$ cat src/rtl/donkey_motion_ctrl.sv
// Donkey character motion sequencer: paced horizontal steps plus a
// three-state jump sequencer driving the sprite's top-left position.
module donkey_motion_ctrl #(
   parameter int unsigned MOVE_PERIOD = 250_000,
   parameter int unsigned JUMP_PERIOD = 24_137,
   parameter int unsigned JUMP_HEIGHT = 58,
   parameter int unsigned INIT_X      = 128,
   parameter int unsigned GROUND_Y    = 672,
   parameter int unsigned X_MIN       = 0,
   parameter int unsigned X_MAX       = 976
) (
   input  logic        clk,
   input  logic        rst_n,
   input  logic        enable,
   input  logic        restart,
   input  logic        left,
   input  logic        right,
   input  logic        jump,
   output logic [10:0] xpos,
   output logic [10:0] ypos,
   output logic        jumping,
   output logic        facing_left
);

   localparam int unsigned POS_W   = 11;
   localparam int unsigned MOVE_CW = (MOVE_PERIOD > 1) ? $clog2(MOVE_PERIOD) : 1;
   localparam int unsigned JUMP_CW = (JUMP_PERIOD > 1) ? $clog2(JUMP_PERIOD) : 1;
   localparam int unsigned HGT_W   = (JUMP_HEIGHT > 0) ? $clog2(JUMP_HEIGHT + 1) : 1;

   localparam logic [MOVE_CW-1:0] MOVE_LAST = MOVE_CW'(MOVE_PERIOD - 1);
   localparam logic [JUMP_CW-1:0] JUMP_LAST = JUMP_CW'(JUMP_PERIOD - 1);
   localparam logic [HGT_W-1:0]   HGT_TOP   = HGT_W'(JUMP_HEIGHT);
   localparam logic [POS_W-1:0]   X_INIT    = POS_W'(INIT_X);
   localparam logic [POS_W-1:0]   X_LO      = POS_W'(X_MIN);
   localparam logic [POS_W-1:0]   X_HI      = POS_W'(X_MAX);
   localparam logic [POS_W-1:0]   Y_GROUND  = POS_W'(GROUND_Y);
   localparam logic [POS_W-1:0]   Y_APEX    = POS_W'(GROUND_Y - JUMP_HEIGHT);

   localparam logic [1:0] ST_IDLE = 2'd0;
   localparam logic [1:0] ST_UP   = 2'd1;
   localparam logic [1:0] ST_DOWN = 2'd2;

   logic [1:0]         state_q,    state_d;
   logic [MOVE_CW-1:0] move_cnt_q, move_cnt_d;
   logic [JUMP_CW-1:0] jump_cnt_q, jump_cnt_d;
   logic [HGT_W-1:0]   height_q,   height_d;
   logic [POS_W-1:0]   xpos_q,     xpos_d;
   logic [POS_W-1:0]   ypos_q,     ypos_d;
   logic               jumping_q,  jumping_d;
   logic               facing_q,   facing_d;
   logic               move_tick_c;
   logic               jump_tick_c;

   // State register
   always_ff @(posedge clk or negedge rst_n) begin
      if (!rst_n) begin
         state_q    <= ST_IDLE;
         move_cnt_q <= '0;
         jump_cnt_q <= '0;
         height_q   <= '0;
         xpos_q     <= X_INIT;
         ypos_q     <= Y_GROUND;
         jumping_q  <= 1'b0;
         facing_q   <= 1'b0;
      end else begin
         state_q    <= state_d;
         move_cnt_q <= move_cnt_d;
         jump_cnt_q <= jump_cnt_d;
         height_q   <= height_d;
         xpos_q     <= xpos_d;
         ypos_q     <= ypos_d;
         jumping_q  <= jumping_d;
         facing_q   <= facing_d;
      end
   end

   // Next-state logic: restart overrides enable; disabled cycles hold everything
   always_comb begin
      state_d     = state_q;
      move_cnt_d  = move_cnt_q;
      jump_cnt_d  = jump_cnt_q;
      height_d    = height_q;
      xpos_d      = xpos_q;
      ypos_d      = ypos_q;
      jumping_d   = jumping_q;
      facing_d    = facing_q;
      move_tick_c = 1'b0;
      jump_tick_c = 1'b0;

      if (restart) begin
         state_d    = ST_IDLE;
         move_cnt_d = '0;
         jump_cnt_d = '0;
         height_d   = '0;
         xpos_d     = X_INIT;
         ypos_d     = Y_GROUND;
         jumping_d  = 1'b0;
         facing_d   = 1'b0;
      end else if (enable) begin
         move_tick_c = (move_cnt_q == MOVE_LAST);
         move_cnt_d  = move_tick_c ? '0 : move_cnt_q + MOVE_CW'(1);

         // Facing follows a lone request even when pinned at a limit
         if (move_tick_c) begin
            if (left && !right) begin
               facing_d = 1'b1;
               if (xpos_q > X_LO) xpos_d = xpos_q - POS_W'(1);
            end else if (right && !left) begin
               facing_d = 1'b0;
               if (xpos_q < X_HI) xpos_d = xpos_q + POS_W'(1);
            end
         end

         if (state_q != ST_IDLE) begin
            jump_tick_c = (jump_cnt_q == JUMP_LAST);
            jump_cnt_d  = jump_tick_c ? '0 : jump_cnt_q + JUMP_CW'(1);
         end

         case (state_q)
            ST_IDLE: begin
               if (jump) begin
                  state_d    = ST_UP;
                  jumping_d  = 1'b1;
                  jump_cnt_d = '0;
                  height_d   = '0;
               end
            end
            ST_UP: begin
               if (jump_tick_c) begin
                  if (ypos_q > Y_APEX) ypos_d = ypos_q - POS_W'(1);
                  height_d = height_q + HGT_W'(1);
                  if (height_q + HGT_W'(1) == HGT_TOP) state_d = ST_DOWN;
               end
            end
            ST_DOWN: begin
               if (jump_tick_c) begin
                  if (ypos_q < Y_GROUND) ypos_d = ypos_q + POS_W'(1);
                  if (ypos_q + POS_W'(1) >= Y_GROUND) begin
                     state_d   = ST_IDLE;
                     jumping_d = 1'b0;
                  end
               end
            end
            default: begin
               state_d   = ST_IDLE;
               jumping_d = 1'b0;
            end
         endcase
      end
   end

   assign xpos        = xpos_q;
   assign ypos        = ypos_q;
   assign jumping     = jumping_q;
   assign facing_left = facing_q;

endmodule

$ cat config.mk
export PLATFORM = sky130hd
export DESIGN_NAME = donkey_motion_ctrl
export DESIGN_NICKNAME = d
export VERILOG_FILES = /design/src/rtl/donkey_motion_ctrl.sv
export SDC_FILE = /design/constraint.sdc
export NUM_CORES = 1
export LEC_CHECK = 0
export ABC_AREA = 1
export CAP_MARGIN = 20
export CELL_PAD_IN_SITES_DETAIL_PLACEMENT = 1
export CELL_PAD_IN_SITES_GLOBAL_PLACEMENT = 1
export CORE_AREA = 2 2 88 124
export DETAILED_ROUTE_END_ITERATION = 12
export DIE_AREA = 0 0 90 126
export PLACE_DENSITY_LB_ADDON = 0.1
export SYNTH_ARGS = -nofsm -noshare
export SYNTH_HDL_FRONTEND = slang
export SYNTH_SLANG_ARGS = --single-unit
$ cat constraint.sdc
create_clock -name clk -period 2.5 [get_ports clk]
set_clock_uncertainty 0.05 [all_clocks]
set_input_delay 0.5 -clock clk [delete_from_list [all_inputs] [get_ports clk]]
set_output_delay 0.5 -clock clk [all_outputs]
set_load 0.01 [all_outputs]
==> impl_metrics.toml, run 1 <==
[outcome]
status = "completed"

[sta]
min_period_ns = 2.379
fin_setup_tns_ns = 0
period_share_pct = 95.16
worst_pin_slew_ns = 0.6170
slew_violations = 0
setup_viol = 0
max_freq_mhz = 420.3
final_hold_viol_count = 0
maxSlewHeadroom_pct = 58.87

[synthesis]
yosysSeqAreaShare_pct = 34.80
synth.area.mux_share_pct = 0
synth_edf_count = 0
ys_warn_count = 0
yosysTopAreaCell = "dfrtp_1"
synth_compound_area_share_pct = 11.90
yosys.area.top_type_share_pct = 32.56
synth_adder_area_share_pct = 4.964
ys_top_cells_by_area = "dfrtp_1 (33%), nand2_1 (16%), nand3_1 (7.2%)"
synthArstFlopShare_pct = 100.0
syn_inst = 687
synth_area_um2 = 4688
syn_nets = 712
synth_top_family_by_area = "simple AND/OR/NAND/NOR gates"
synth-xor-area-share_pct = 3.550
yosysMostFrequentCell = "nand2_1"
synth.distinct_cells = 40
yosys_register_bits = 65
yosys.area_share.simple_pct = 35.66
syn_area_per_cell_um2 = 6.824
ys.flop_type = "dfrtp_1"
synthTopCellsByCount = "nand2_1 (198), inv_1 (84), nor2_1 (68), nand3_1 (67), dfrtp_1 (61)"

[floorplanning]
start_util_pct = 45.78
num_rows = 44
die_h_um = 126
fp.dieArea_um2 = 11340
die_w_um = 90
num_io_pins = 31
core_um2 = 10240

[cells_and_area]
num_antenna_cells = 0
drive_above_1_share_pct = 12.01
area_delta_synth_final_pct = 23.25
postLayoutCellArea_um2 = 5778
nNetsFinal = 778

[setup_path]
arrival_ns = 2.60
path_max_fanout = 5
worstSetupStartpoint = "right"
worstSetupStartpointType = "input port"
r2r-start = "jump_cnt_q[0]"
critPathCaptureType = "flip-flop"
worstPathRequired_ns = 2.72
worstSetupPathType = "in -> reg"

[power_and_ir_drop]
power.switching_mw = 2.223
seqPwrFrac_pct = 29.5
swShare_pct = 40.36
intPower_mw = 3.286
power_frac_comb_pct = 42.9
p_clk_share_pct = 27.6
cellLeakagePower_nw = 2.764
p_per_area_nw_per_um2 = 953.4
irDropWorstVdd_mv = 0.4696

[place]
placed_area_um2 = 5355
gp_congestion = 0.8884
io_buffer_count = 30
hpwl_mm = 11.22

[job]
maxCapViolations = 0

[global_routing]
overflow = 0
grt_use_total_pct = 27.99
grt_antenna_before_repair = 0
grt_pass1_vias = 5584
grt_max_degree = 32
grt_first_pass_wirelength_mm = 25.94

[routing]
first_pass_iters = 4
routed_wl_mm = 15.07
drc = 0
routed-via-count = 4967
drtIter0Drc = 166
drtAntennaViolNets = 0
viasPerCell = 5.544
wire_per_inst_um = 16.81

[clock_network]
cts_tree = "built"
worstSkewPairLatency_ns = 0.34
cts-root-buf = "clkbuf_16"
cts_sinks = 65
clockBufferDepth = 2
cts_buffers = 9
cts-htree-levels = 3
clkSlewWorstSetupHoldPaths_ns = 0.06
hold_buffers = 0

[min_path]
min_path_type = "in -> async"
-- timing repair --
action                     CTS  global route
setup buffers                0             5
setup endpoints to repair    0             6
hold endpoints to repair     0             0
resized for setup            0             9
-- power by group through the flow --
stage                     Combinational (mW)  Sequential [mW]  Clock (mW)
after detailed placement                2.30             1.63           0
final                                   2.36             1.63        1.52
after floorplan                         1.42             1.57           0
after global placement                  2.20             1.62           0
after CTS                               2.35             1.62        1.54
after global routing                    2.65             1.67        1.58
-- layer usage --
layer	GRT usage, %	vias up	routed length [um]
li1	-	2368	-
met1	28.98	2480	5802
met2	54.75	82	8382
met3	4.067	37	352
met4	12.85	0	528
met5	0	-	0
-- final timing paths --
check,endpoint,slack (ns),depth (start not counted)
worst max-delay path,xpos[8],0.12,15
worst min-delay path,ypos[4],0.13,1
worst max register to register,ypos[0],0.44,12
worst min register to register,facing_left,0.43,2
max in group asynchronous,move_cnt_q[10],1.54,3
min in group clk,facing_left,0.43,2
-- placed cells by master, fill, tap and decap left out, drive strengths merged, types with 2 or more instances in the layout --
cell | netlist | layout
a211oi | 3 | 3
a21o | 3 | 3
a21oi | 31 | 31
buf | 12 | 40
bufinv | 0 | 3
clkbuf | 3 | 13
clkdlybuf4s50 | 0 | 29
dfrtp | 61 | 61
dfstp | 4 | 4
ha | 17 | 17
inv | 87 | 86
nand2 | 201 | 201
nand3 | 67 | 67
nand4 | 20 | 20
nor2 | 77 | 77
nor3 | 12 | 12
nor4 | 3 | 3
o211ai | 2 | 2
o21ai | 49 | 49
o22ai | 4 | 4
o31ai | 4 | 4
or2 | 2 | 2
xnor2 | 3 | 3
xor2 | 16 | 16
-- cell families after synthesis --
group / count (synthesis)
and+or+nand+nor: 384
DFF: 65
AOI/OAI and AO/OA: 99
buffers and inverters: 102
adders and majority gates: 18
xor gates and xnor gates: 19
-- critical path, cell delays in order --
cell,delay (ns)
clkdlybuf4s50_1,0.45
inv_1,0.05
nand2_2,0.09
clkinvlp_4,0.09
buf_4,0.16
buf_4,0.14
ha_1,0.32
nand2_1,0.14
inv_1,0.07
a21oi_1,0.14
nand2_1,0.07
xor2_1,0.14
nor2_1,0.10
nand2_1,0.06
nand2_1,0.06
-- flip-flops by register name (all words and copies together) (netlist names) --
register     count
facing_left      1
jump_cnt_q      15
xpos            11
ypos            11
move_cnt_q      18
height_q         6
jumping          1
state_q          2
-- stage by stage --
step	util, %	hold slack, ns	std cells	worst slack (ns)	power (mW)
after floorplan	-	0.1544	687	0.4774	2.992
after global placement	52.30	0.4063	875	-0.1123	3.827
after detailed placement	52.30	0.4194	875	-0.1614	3.933
after CTS	55.77	0.1303	891	0.1742	5.500
after global routing	56.43	0.1489	896	-0.01911	5.902
final	56.43	0.1252	896	0.1210	5.509
-- final cells by class --
class | instances | area, um^2
inverters | 87 | 330.3
clock buffers | 12 | 256.5
multi-input cells | 520 | 2658
fillers | 1351 | 4462
flip-flops and latches | 65 | 1632
well taps | 138 | 172.7
clock inverters | 4 | 98.84
repair buffers | 70 | 630.6
(Power assumes the default switching activity.)
==> run 2, diff against run 1 <==
--- a/config.mk
+++ b/config.mk
@@ -6,7 +6,6 @@
 export NUM_CORES = 1
 export LEC_CHECK = 0
 export ABC_AREA = 1
-export CAP_MARGIN = 20
 export CELL_PAD_IN_SITES_DETAIL_PLACEMENT = 1
 export CELL_PAD_IN_SITES_GLOBAL_PLACEMENT = 1
 export CORE_AREA = 2 2 88 124
==> results of run 2 <==
No change in the layout: final DEF, timing and power equal those of run 1.
==> run 3, diff against run 2 <==
--- a/config.mk
+++ b/config.mk
@@ -11,7 +11,9 @@
 export CORE_AREA = 2 2 88 124
 export DETAILED_ROUTE_END_ITERATION = 12
 export DIE_AREA = 0 0 90 126
+export GPL_ROUTABILITY_DRIVEN = 0
 export PLACE_DENSITY_LB_ADDON = 0.1
+export REMOVE_ABC_BUFFERS = 1
 export SYNTH_ARGS = -nofsm -noshare
 export SYNTH_HDL_FRONTEND = slang
 export SYNTH_SLANG_ARGS = --single-unit
==> run 3 against run 2 <==
Against the previous run:
- non-clock buffer count fell by 8
- register-to-register slack improved by 0.03 ns
- utilization barely moved
- fmax fell by 3.8%
- combinational power rose by 3%
- largest power group unchanged
- setup slack got worse by 0.094 ns
- sequential share of layout area barely moved
- die area did not move
==> impl_metrics.toml, run 3 (synthesized netlist as in run 1, its figures left out) <==
[setup_path]
arrival_ns = 2.70
path_max_fanout = 6
worstSetupPathType = "in -> reg"
worstSetupStartpointType = "input port"
rr_worst_depth = 11
worstSetupStartpoint = "left"
r2r-start = "jump_cnt_q[0]"
worstPathRequired_ns = 2.73
critPathCaptureType = "flip-flop"
r2r_slack_ns = 0.47
r2r-end = "jump_cnt_q[11]"
endpoint = "xpos[9]"

[routing]
wl_met1_mm = 6.072
wl_met2_mm = 8.464
routed-via-count = 4901
wire_per_inst_um = 17.32
drc = 0
routed_wl_mm = 15.38
first_pass_iters = 4
drtAntennaViolNets = 0
drtIter0Drc = 233
viasPerCell = 5.519
dr_wl_met3_um = 381
top_layer = "met4"

[cells_and_area]
reg_top3 = "move_cnt_q (18), jump_cnt_q (15)"
drive_above_1_share_pct = 12.53
regMostFlops = "move_cnt_q"
mostFrequentLayoutCell = "nand2_1"
final_core_util_pct = 56.46
nNetsFinal = 770
fillers = 1345
num_antenna_cells = 0
mostFrequentLayoutCells = "nand2_1 (196), inv_1 (82), nand3_1 (67), nor2_1 (66), dfrtp_1 (61)"
stdcell_count = 888
area_delta_synth_final_pct = 23.33
largest_register_ff_count = 18

[min_path]
min_path_type = "in -> async"

[floorplanning]
fp.dieArea_um2 = 11340
num_io_pins = 31
die_h_um = 126
die_w_um = 90
core_um2 = 10240
num_rows = 44
start_util_pct = 45.78

[sta]
maxSlewHeadroom_pct = 60.65
final_hold_viol_count = 0
worst_pin_slew_ns = 0.5902
min_period_ns = 2.473
setup_viol = 0
max_freq_mhz = 404.4
slew_violations = 0
fin_setup_tns_ns = 0
holdWs_ns = 0.1084
period_share_pct = 98.92

[clock_network]
worstSkewPairLatency_ns = 0.34
cts_buffers = 9
hold_buffers = 0
clkSlewWorstSetupHoldPaths_ns = 0.06
cts-htree-levels = 3
cts-root-buf = "clkbuf_16"
cts_sinks = 65
cts_tree = "built"
clockBufferDepth = 2

[global_routing]
grt_first_pass_wirelength_mm = 24.47
grt_pass1_vias = 5235
grt_antenna_before_repair = 0
grt_use_total_pct = 26.31
overflow = 0
grt_max_degree = 25

[power_and_ir_drop]
total_power_mw = 5.376
irDropWorstVdd_mv = 0.5058
cellLeakagePower_nw = 2.709
p_per_area_nw_per_um2 = 929.9

[place]
io_buffer_count = 30
place_inst = 868
hpwl_mm = 10.67

[job]
maxCapViolations = 0

[outcome]
status = "completed"
==> run 3: layer usage <==
layer  GRT usage [%]  vias up
met5               0        -
met4           10.68        0
met3           3.469       39
met2           50.69      102
met1           28.76     2403
li1                -     2357
==> run 3: power breakdown <==
part | switching (mW) | total (mW) | internal [mW]
clock network | 0.517 | 1.32 | 0.801
logic | 1.42 | 2.42 | 0.995
registers | 0.360 | 1.64 | 1.28
total | 2.30 | 5.38 | 3.08
==> run 3: how the worst min path moves through the flow <==
stage,from,endpoint,slack (ns),depth (start not counted)
final,rst_n,height_q[2],0.11,1
after global routing,rst_n,height_q[2],0.15,1
after CTS,rst_n,height_q[2],0.12,1
after detailed placement,facing_left,facing_left,0.41,2
after global placement,facing_left,facing_left,0.41,2
after floorplan,rst_n,facing_left,0.15,0
==> run 3: stage by stage <==
step,instance area [um^2],worst slack (ns)
finish,5782,0.02693
global route,5782,-0.09952
CTS,5620,0.08445
detailed placement,5315,-0.1701
global placement,5315,-0.08658
floorplan,4587,0.4681
==> run 3: critical path, cell delays in order <==
cell and delay (ns):
clkdlybuf4s50_1 0.46, nand2_4 0.11, clkinvlp_4 0.18, buf_4 0.19, ha_1 0.31, inv_1 0.12, o21ai_0 0.13, nor2_1 0.21
nand3_1 0.12, nand2_1 0.09, nand2_1 0.05, nor2_1 0.10, nand2_1 0.06, nand2_1 0.07
==> run 3: what timing repair did <==
action,CTS,global route
resized for setup,0,26
buffers inserted,0,4
endpoints found under the setup margin,0,4
==> run 3: layout make-up <==
cell class | count | area [um^2] | area share, %
multi-input cells | 520 | 2746 | 47.50
flip-flops and latches | 65 | 1632 | 28.22
repair buffers | 62 | 595.6 | 10.30
inverters | 87 | 330.3 | 5.713
clock buffers | 10 | 239.0 | 4.133
well taps | 138 | 172.7 | 2.986
clock inverters | 6 | 66.31 | 1.147
